[config.mk]
export PLATFORM = sky130hd
export DESIGN_NAME = reg_array_slot_ctrl_flat
export DESIGN_NICKNAME = d
export VERILOG_FILES = /design/src/rtl/reg_array_slot_ctrl_if.sv /design/src/rtl/reg_array_slot_ctrl.sv /design/src/flat_wrapper.sv
export SDC_FILE = /design/constraint.sdc
export NUM_CORES = 1
export LEC_CHECK = 0
export BUFFER_PORTS_ARGS = -buffer_cell sky130_fd_sc_hd__buf_2
export CAP_MARGIN = 40
export CORE_MARGIN = 4
export CORE_UTILIZATION = 52
export CTS_BUF_LIST = sky130_fd_sc_hd__clkbuf_16
export DETAILED_ROUTE_END_ITERATION = 8
export PLACE_DENSITY_LB_ADDON = 0.3
export SYNTH_ARGS = -nofsm -noshare
export SYNTH_HDL_FRONTEND = slang
export SYNTH_SLANG_ARGS = --single-unit
[constraint.sdc]
create_clock -name SYS_CLK -period 2.95 [get_ports SYS_CLK]
set_clock_uncertainty 0.1 [all_clocks]
set_input_delay 0 -clock SYS_CLK [delete_from_list [all_inputs] [get_ports SYS_CLK]]
set_output_delay 0 -clock SYS_CLK [all_outputs]
set_load 0.03 [all_outputs]
[src/rtl/reg_array_slot_ctrl_if.sv]
// Slot-FIFO controller bus: beat input, group size, flush, OPU pop and status.
// master drives beats/pops (upstream + OPU side), slave is the controller.
interface reg_array_slot_ctrl_if #(
   parameter int PTR_W = 3,
   parameter int CNT_W = 4
);
   logic             RDATA_VLD;
   logic [CNT_W-1:0] num_rdata_i;
   logic             FLUSH;
   logic             OPU_RDY;
   logic             grp_done;
   logic [CNT_W-1:0] beat_idx;
   logic [PTR_W-1:0] wr_slot;
   logic [PTR_W-1:0] rd_slot;
   logic [PTR_W:0]   level;
   logic             reg_array_full;
   logic             reg_array_empty;
   logic             reg_array_afull;
   logic             rdata_stall;
   logic             err_ovf;
   logic             err_udf;

   modport master (
      output RDATA_VLD, num_rdata_i, FLUSH, OPU_RDY,
      input  grp_done, beat_idx, wr_slot, rd_slot, level,
             reg_array_full, reg_array_empty, reg_array_afull, rdata_stall,
             err_ovf, err_udf
   );

   modport slave (
      input  RDATA_VLD, num_rdata_i, FLUSH, OPU_RDY,
      output grp_done, beat_idx, wr_slot, rd_slot, level,
             reg_array_full, reg_array_empty, reg_array_afull, rdata_stall,
             err_ovf, err_udf
   );
endinterface

[src/rtl/reg_array_slot_ctrl.sv]
// reg_array slot-FIFO controller: groups RDATA_VLD beats into slots of a
// per-group programmable size and pops one slot per OPU_RDY.
// Optional sticky error flags are built when REG_ARRAY_SLOT_ERR_EN is defined;
// otherwise err_ovf/err_udf are tied low.
module reg_array_slot_ctrl #(
   parameter int PTR_W    = 3,
   parameter int CNT_W    = 4,
   parameter int AFULL_TH = 6
) (
   input logic                  SYS_CLK,
   input logic                  SYS_NRST,
   reg_array_slot_ctrl_if.slave rif
);
   localparam logic [PTR_W:0]   DEPTH     = {1'b1, {PTR_W{1'b0}}};
   localparam logic [PTR_W:0]   AFULL_LVL = (PTR_W+1)'(AFULL_TH);
   localparam logic [PTR_W:0]   PTR_ONE   = (PTR_W+1)'(1);
   localparam logic [CNT_W-1:0] CNT_ONE   = CNT_W'(1);

   typedef enum logic {ST_IDLE, ST_FILL} state_t;

   state_t           state;
   logic [PTR_W:0]   wptr;
   logic [PTR_W:0]   rptr;
   logic [CNT_W-1:0] beat_cnt;
   logic [CNT_W-1:0] r_num;
   logic [CNT_W-1:0] num_eff;
   logic [PTR_W:0]   level;
   logic             full;
   logic             empty;
   logic             acc;
   logic             pop;
   logic             last_beat;

   // Occupancy flags straight from the registered pointers
   always_comb begin
      level   = wptr - rptr;
      full    = (level == DEPTH);
      empty   = (level == '0);
      num_eff = (rif.num_rdata_i == '0) ? CNT_ONE : rif.num_rdata_i;
      acc     = rif.RDATA_VLD & ~full & ~rif.FLUSH;
      pop     = rif.OPU_RDY & ~empty & ~rif.FLUSH;
      // A size-1 group completes on its first beat straight from IDLE
      if (state == ST_IDLE)
         last_beat = acc & (num_eff == CNT_ONE);
      else
         last_beat = acc & (beat_cnt == r_num - CNT_ONE);
   end

   // Group FSM, beat counter and slot pointers; FLUSH outranks push/pop
   always_ff @(posedge SYS_CLK or negedge SYS_NRST) begin
      if (!SYS_NRST) begin
         state    <= ST_IDLE;
         wptr     <= '0;
         rptr     <= '0;
         beat_cnt <= '0;
         r_num    <= CNT_ONE;
      end else if (rif.FLUSH) begin
         state    <= ST_IDLE;
         wptr     <= '0;
         rptr     <= '0;
         beat_cnt <= '0;
      end else begin
         if (acc) begin
            if (last_beat) begin
               wptr     <= wptr + PTR_ONE;
               beat_cnt <= '0;
               state    <= ST_IDLE;
               if (state == ST_IDLE)
                  r_num <= num_eff;
            end else if (state == ST_IDLE) begin
               r_num    <= num_eff;
               beat_cnt <= CNT_ONE;
               state    <= ST_FILL;
            end else begin
               beat_cnt <= beat_cnt + CNT_ONE;
            end
         end
         if (pop)
            rptr <= rptr + PTR_ONE;
      end
   end

`ifdef REG_ARRAY_SLOT_ERR_EN
   logic err_ovf_q;
   logic err_udf_q;

   // Sticky overflow/underflow flags, cleared only by FLUSH or reset
   always_ff @(posedge SYS_CLK or negedge SYS_NRST) begin
      if (!SYS_NRST) begin
         err_ovf_q <= 1'b0;
         err_udf_q <= 1'b0;
      end else if (rif.FLUSH) begin
         err_ovf_q <= 1'b0;
         err_udf_q <= 1'b0;
      end else begin
         if (rif.RDATA_VLD & full)
            err_ovf_q <= 1'b1;
         if (rif.OPU_RDY & empty)
            err_udf_q <= 1'b1;
      end
   end

   assign rif.err_ovf = err_ovf_q;
   assign rif.err_udf = err_udf_q;
`else
   assign rif.err_ovf = 1'b0;
   assign rif.err_udf = 1'b0;
`endif

   assign rif.grp_done        = last_beat;
   assign rif.beat_idx        = beat_cnt;
   assign rif.wr_slot         = wptr[PTR_W-1:0];
   assign rif.rd_slot         = rptr[PTR_W-1:0];
   assign rif.level           = level;
   assign rif.reg_array_full  = full;
   assign rif.reg_array_empty = empty;
   assign rif.reg_array_afull = (level >= AFULL_LVL);
   assign rif.rdata_stall     = full;
endmodule

[src/flat_wrapper.sv]
// flat-port wrapper written by rule: the top's interface ports become plain ports
module reg_array_slot_ctrl_flat 
#(
   parameter int PTR_W    = 3,
   parameter int CNT_W    = 4,
   parameter int AFULL_TH = 6
)
  (SYS_CLK, SYS_NRST, rif_RDATA_VLD, rif_num_rdata_i, rif_FLUSH, rif_OPU_RDY, rif_grp_done, rif_beat_idx, rif_wr_slot, rif_rd_slot, rif_level, rif_reg_array_full, rif_reg_array_empty, rif_reg_array_afull, rif_rdata_stall, rif_err_ovf, rif_err_udf);
  reg_array_slot_ctrl_if #(.PTR_W(PTR_W), .CNT_W(CNT_W)) rif_i ();
  input logic SYS_CLK;
  input logic SYS_NRST;
  input wire logic [$bits(rif_i.RDATA_VLD)-1:0] rif_RDATA_VLD;
  input wire logic [$bits(rif_i.num_rdata_i)-1:0] rif_num_rdata_i;
  input wire logic [$bits(rif_i.FLUSH)-1:0] rif_FLUSH;
  input wire logic [$bits(rif_i.OPU_RDY)-1:0] rif_OPU_RDY;
  output wire logic [$bits(rif_i.grp_done)-1:0] rif_grp_done;
  output wire logic [$bits(rif_i.beat_idx)-1:0] rif_beat_idx;
  output wire logic [$bits(rif_i.wr_slot)-1:0] rif_wr_slot;
  output wire logic [$bits(rif_i.rd_slot)-1:0] rif_rd_slot;
  output wire logic [$bits(rif_i.level)-1:0] rif_level;
  output wire logic [$bits(rif_i.reg_array_full)-1:0] rif_reg_array_full;
  output wire logic [$bits(rif_i.reg_array_empty)-1:0] rif_reg_array_empty;
  output wire logic [$bits(rif_i.reg_array_afull)-1:0] rif_reg_array_afull;
  output wire logic [$bits(rif_i.rdata_stall)-1:0] rif_rdata_stall;
  output wire logic [$bits(rif_i.err_ovf)-1:0] rif_err_ovf;
  output wire logic [$bits(rif_i.err_udf)-1:0] rif_err_udf;
  assign rif_i.RDATA_VLD = rif_RDATA_VLD;
  assign rif_i.num_rdata_i = rif_num_rdata_i;
  assign rif_i.FLUSH = rif_FLUSH;
  assign rif_i.OPU_RDY = rif_OPU_RDY;
  assign rif_grp_done = rif_i.grp_done;
  assign rif_beat_idx = rif_i.beat_idx;
  assign rif_wr_slot = rif_i.wr_slot;
  assign rif_rd_slot = rif_i.rd_slot;
  assign rif_level = rif_i.level;
  assign rif_reg_array_full = rif_i.reg_array_full;
  assign rif_reg_array_empty = rif_i.reg_array_empty;
  assign rif_reg_array_afull = rif_i.reg_array_afull;
  assign rif_rdata_stall = rif_i.rdata_stall;
  assign rif_err_ovf = rif_i.err_ovf;
  assign rif_err_udf = rif_i.err_udf;
  reg_array_slot_ctrl #(.PTR_W(PTR_W), .CNT_W(CNT_W), .AFULL_TH(AFULL_TH)) u_core (.SYS_CLK(SYS_CLK), .SYS_NRST(SYS_NRST), .rif(rif_i));
endmodule
==> flow_metrics.tcl <==
set metrics [dict create \
    cts_buffers 3 \
    ir_drop_uv 552 \
    synth-edff-count 0 \
    setup.worst_path.start "u_core.rptr[0]" \
    worstPathArrival_ns 2.75 \
    finalHoldViolCount 0 \
    regArea_sq_um 427 \
    hold_class "primary input to flip-flop" \
    start_util 0.549 \
    synth-seq-area-share 0.352 \
    grt_pass1_vias 1040 \
    clockBufferDepth 2 \
    p_seq_frac 0.261 \
    fin_nets 174 \
    finalSetupViolations 0 \
    multi_input_area_sq_um 651 \
    crit_path_end_kind "flip-flop" \
    stdcell_area_sq_um 1440 \
    antenna_found_initial 0 \
    yosys.area.top_type_share 0.330 \
    internal_power_uw 717 \
    critPathTopFamily "compound AO/OA/AOI/OAI gates" \
    cp_max_fo 6 \
    period_share 0.910 \
    cts_tree "built" \
    tns_ns 0 \
    ant_nets 0 \
    num_vias 986 \
    track_usage 0.180 \
    p_sw_uw 614 \
    avgViaCountPerCell 5.36 \
    async_flop_share 1.00 \
    swShare 0.461 \
    ys_top_cells_by_area "dfrtp_1 33%, ha_1 7.2%, buf_4 6.2%, a21oi_1 4.5%, inv_1 3.7%" \
    die_w_microns 56.3 \
    max_freq_ghz 0.373 \
    slowest_delay_ns 0.60 \
    max_slew.worst_pin.slew_ns 0.780 \
    relSlewSlack 0.473 \
    startpoint_type "flip-flop" \
    area_growth_pct 18.6 \
    grt_pass1_wl_microns 4590 \
    hp-start "rif_FLUSH" \
    die_height_microns 56.3 \
    floorplan.core_area_sq_um 2210 \
    place_area_sq_um 1300 \
    hold_buffers 6 \
    place_inst 174 \
    cts_root_buf "clkbuf_16" \
    drt-pass1-iter-count 4 \
    grt_max_degree 18 \
    syn_area_sq_um 1210 \
    syn_avg_cell_area_sq_um 9.34 \
    cp_num_buf_inv 0 \
    layout-drive-gt1-share 0.237 \
    clock_power_share 0.201 \
    grt.overflow.total 0 \
    timing.rr.start "u_core.rptr[0]" \
    rows 17 \
    dp_hpwl_microns 1920 \
    fin_cells 184 \
    syn_inst 130 \
    path_clk_slew_ns 0.05 \
    outcome "finished clean" \
    p_total_uw 1330 \
    power.static_leakage_uw 0.000726 \
    portBuffers 27 \
    n_antenna_cell 0 \
    insertion_delay_ns 0.25 \
    yosys.cell_types.count 38 \
    slowest_stage "o31ai_1" \
    dr.first_iter.drc_count 10 \
    fillCellCount 186 \
    post_cts_resized 0 \
    place.gp.congestion 0.776 \
    drc 0 \
    synth_flop_cell "dfrtp_1" \
    ios 30 \
    cp.required_ns 3.02 \
    drv_cap 0 \
    wl_per_cell_microns 14.1 \
    ys_ff_latch 17 \
    synth_top_area_cell "dfrtp_1" \
    path_cells "ha_1, fa_1, xor2_1, nand3_1, o31ai_1, o21ai_0, a21oi_1" \
    powerDensity_nw_per_um2 925 \
    pwr-share-comb 0.538 \
    die_area_sq_um 3170 \
    postCtsSetupRepairBufs 0 \
    clkSinkCount 17 \
    rsz0062_at_grt "no" \
    h-tree-depth 1 \
    slew_viol_final 0 \
    yosysWarningCount 0 \
    routed_wl_microns 2600 \
    min_period_ns 2.68 \
    path_class "flip-flop to flip-flop" \
]
worst paths after layout:
| path | to | slack [ns] | cells past startpoint |
|---|---|---|---|
| worst min register to register | u_core.r_num[0] | 0.45 | 2 |
| min in group asynchronous | u_core.rptr[1] | 0.11 | 2 |
| max in group asynchronous | u_core.r_num[0] | 2.33 | 2 |
| worst max-delay path | u_core.rptr[3] | 0.27 | 7 |
| worst min-delay path | u_core.rptr[2] | 0.02 | 2 |
| worst max register to register | u_core.rptr[3] | 0.27 | 7 |
synthesized netlist by cell type, types with 2 or more instances:
| library cell | count |
|---|---|
| nand2_1 | 6 |
| xor2_1 | 5 |
| buf_4 | 10 |
| nor2_1 | 8 |
| mux2i_1 | 2 |
| inv_1 | 12 |
| a21oi_1 | 11 |
| nor3_1 | 3 |
| mux2_4 | 3 |
| o31ai_1 | 3 |
| nand3_1 | 6 |
| o21ai_0 | 4 |
| nor4_1 | 2 |
| or3_1 | 3 |
| dfrtp_1 | 16 |
| or4_1 | 2 |
| xnor2_1 | 5 |
| ha_1 | 7 |
| nand3b_1 | 3 |
metrics by stage:
stage	util	setup slack (ns)	hold slack, ns
global placement	0.588	0.418	-0.157
detailed placement	0.588	0.327	-0.155
floorplan	-	0.489	-0.396
finish	0.650	0.266	0.0191
CTS	0.650	0.287	0.0182
global route	0.650	0.0533	0.0335
layout make-up:
cell class	instances	area share
inverters	12	0.0313
clock buffers	3	0.0522
clock inverters	1	0.00261
well taps	28	0.0243
flip-flops and latches	17	0.297
multi-input cells	89	0.452
repair buffers	34	0.141
state kept, by name, indices dropped and copies added, names as in the netlist:
name / cells
u_core.wptr: 4
u_core.rptr: 4
u_core.rif.beat_idx: 4
u_core.r_num: 4
u_core.state: 1
logic make-up (layout without fill, tap and decap cells):
kind of cell | count (synthesis) | in the layout | share of synthesized area
AND/OR/NAND/NOR | 38 | 38 | 0.169
multiplexers | 5 | 5 | 0.0536
buffers and inverters | 25 | 50 | 0.115
AO/OA/AOI/OAI | 26 | 26 | 0.146
adder cells (fa/ha/maj) | 8 | 8 | 0.0887
flip-flops | 17 | 17 | 0.352
other | 1 | 2 | 0.00309
XOR/XNOR | 10 | 10 | 0.0722
layer usage:
layer,GRT usage,vias to the layer above,part of all wire
li1,-,498,-
met1,0.207,470,0.43
met2,0.334,14,0.52
met3,0.0506,4,0.040
met4,0.0305,0,0.0065
met5,0,-,0
power groups by stage:
stage | combinational, uW | clock (uW) | sequential (uW)
after floorplan | 573 | 0 | 343
after global placement | 687 | 0 | 348
after detailed placement | 703 | 0 | 348
after CTS | 724 | 272 | 347
after global routing | 791 | 284 | 354
final | 716 | 268 | 348
layout by cell type, fill, tap and decap left out, types with 3 or more instances in the layout:
cell	count
o31ai_1	3
ha_1	7
buf_2	27
xor2_1	5
inv_1	13
nor3_1	3
o21ai_0	4
dfrtp_1	16
nand3_1	6
nor2_1	8
or3_1	3
xnor2_1	5
dlygate4sd3_1	6
mux2_4	3
clkbuf_16	3
nand2_1	6
nand3b_1	3
a21oi_1	11
No activity file was read; power rests on OpenSTA's default activity.
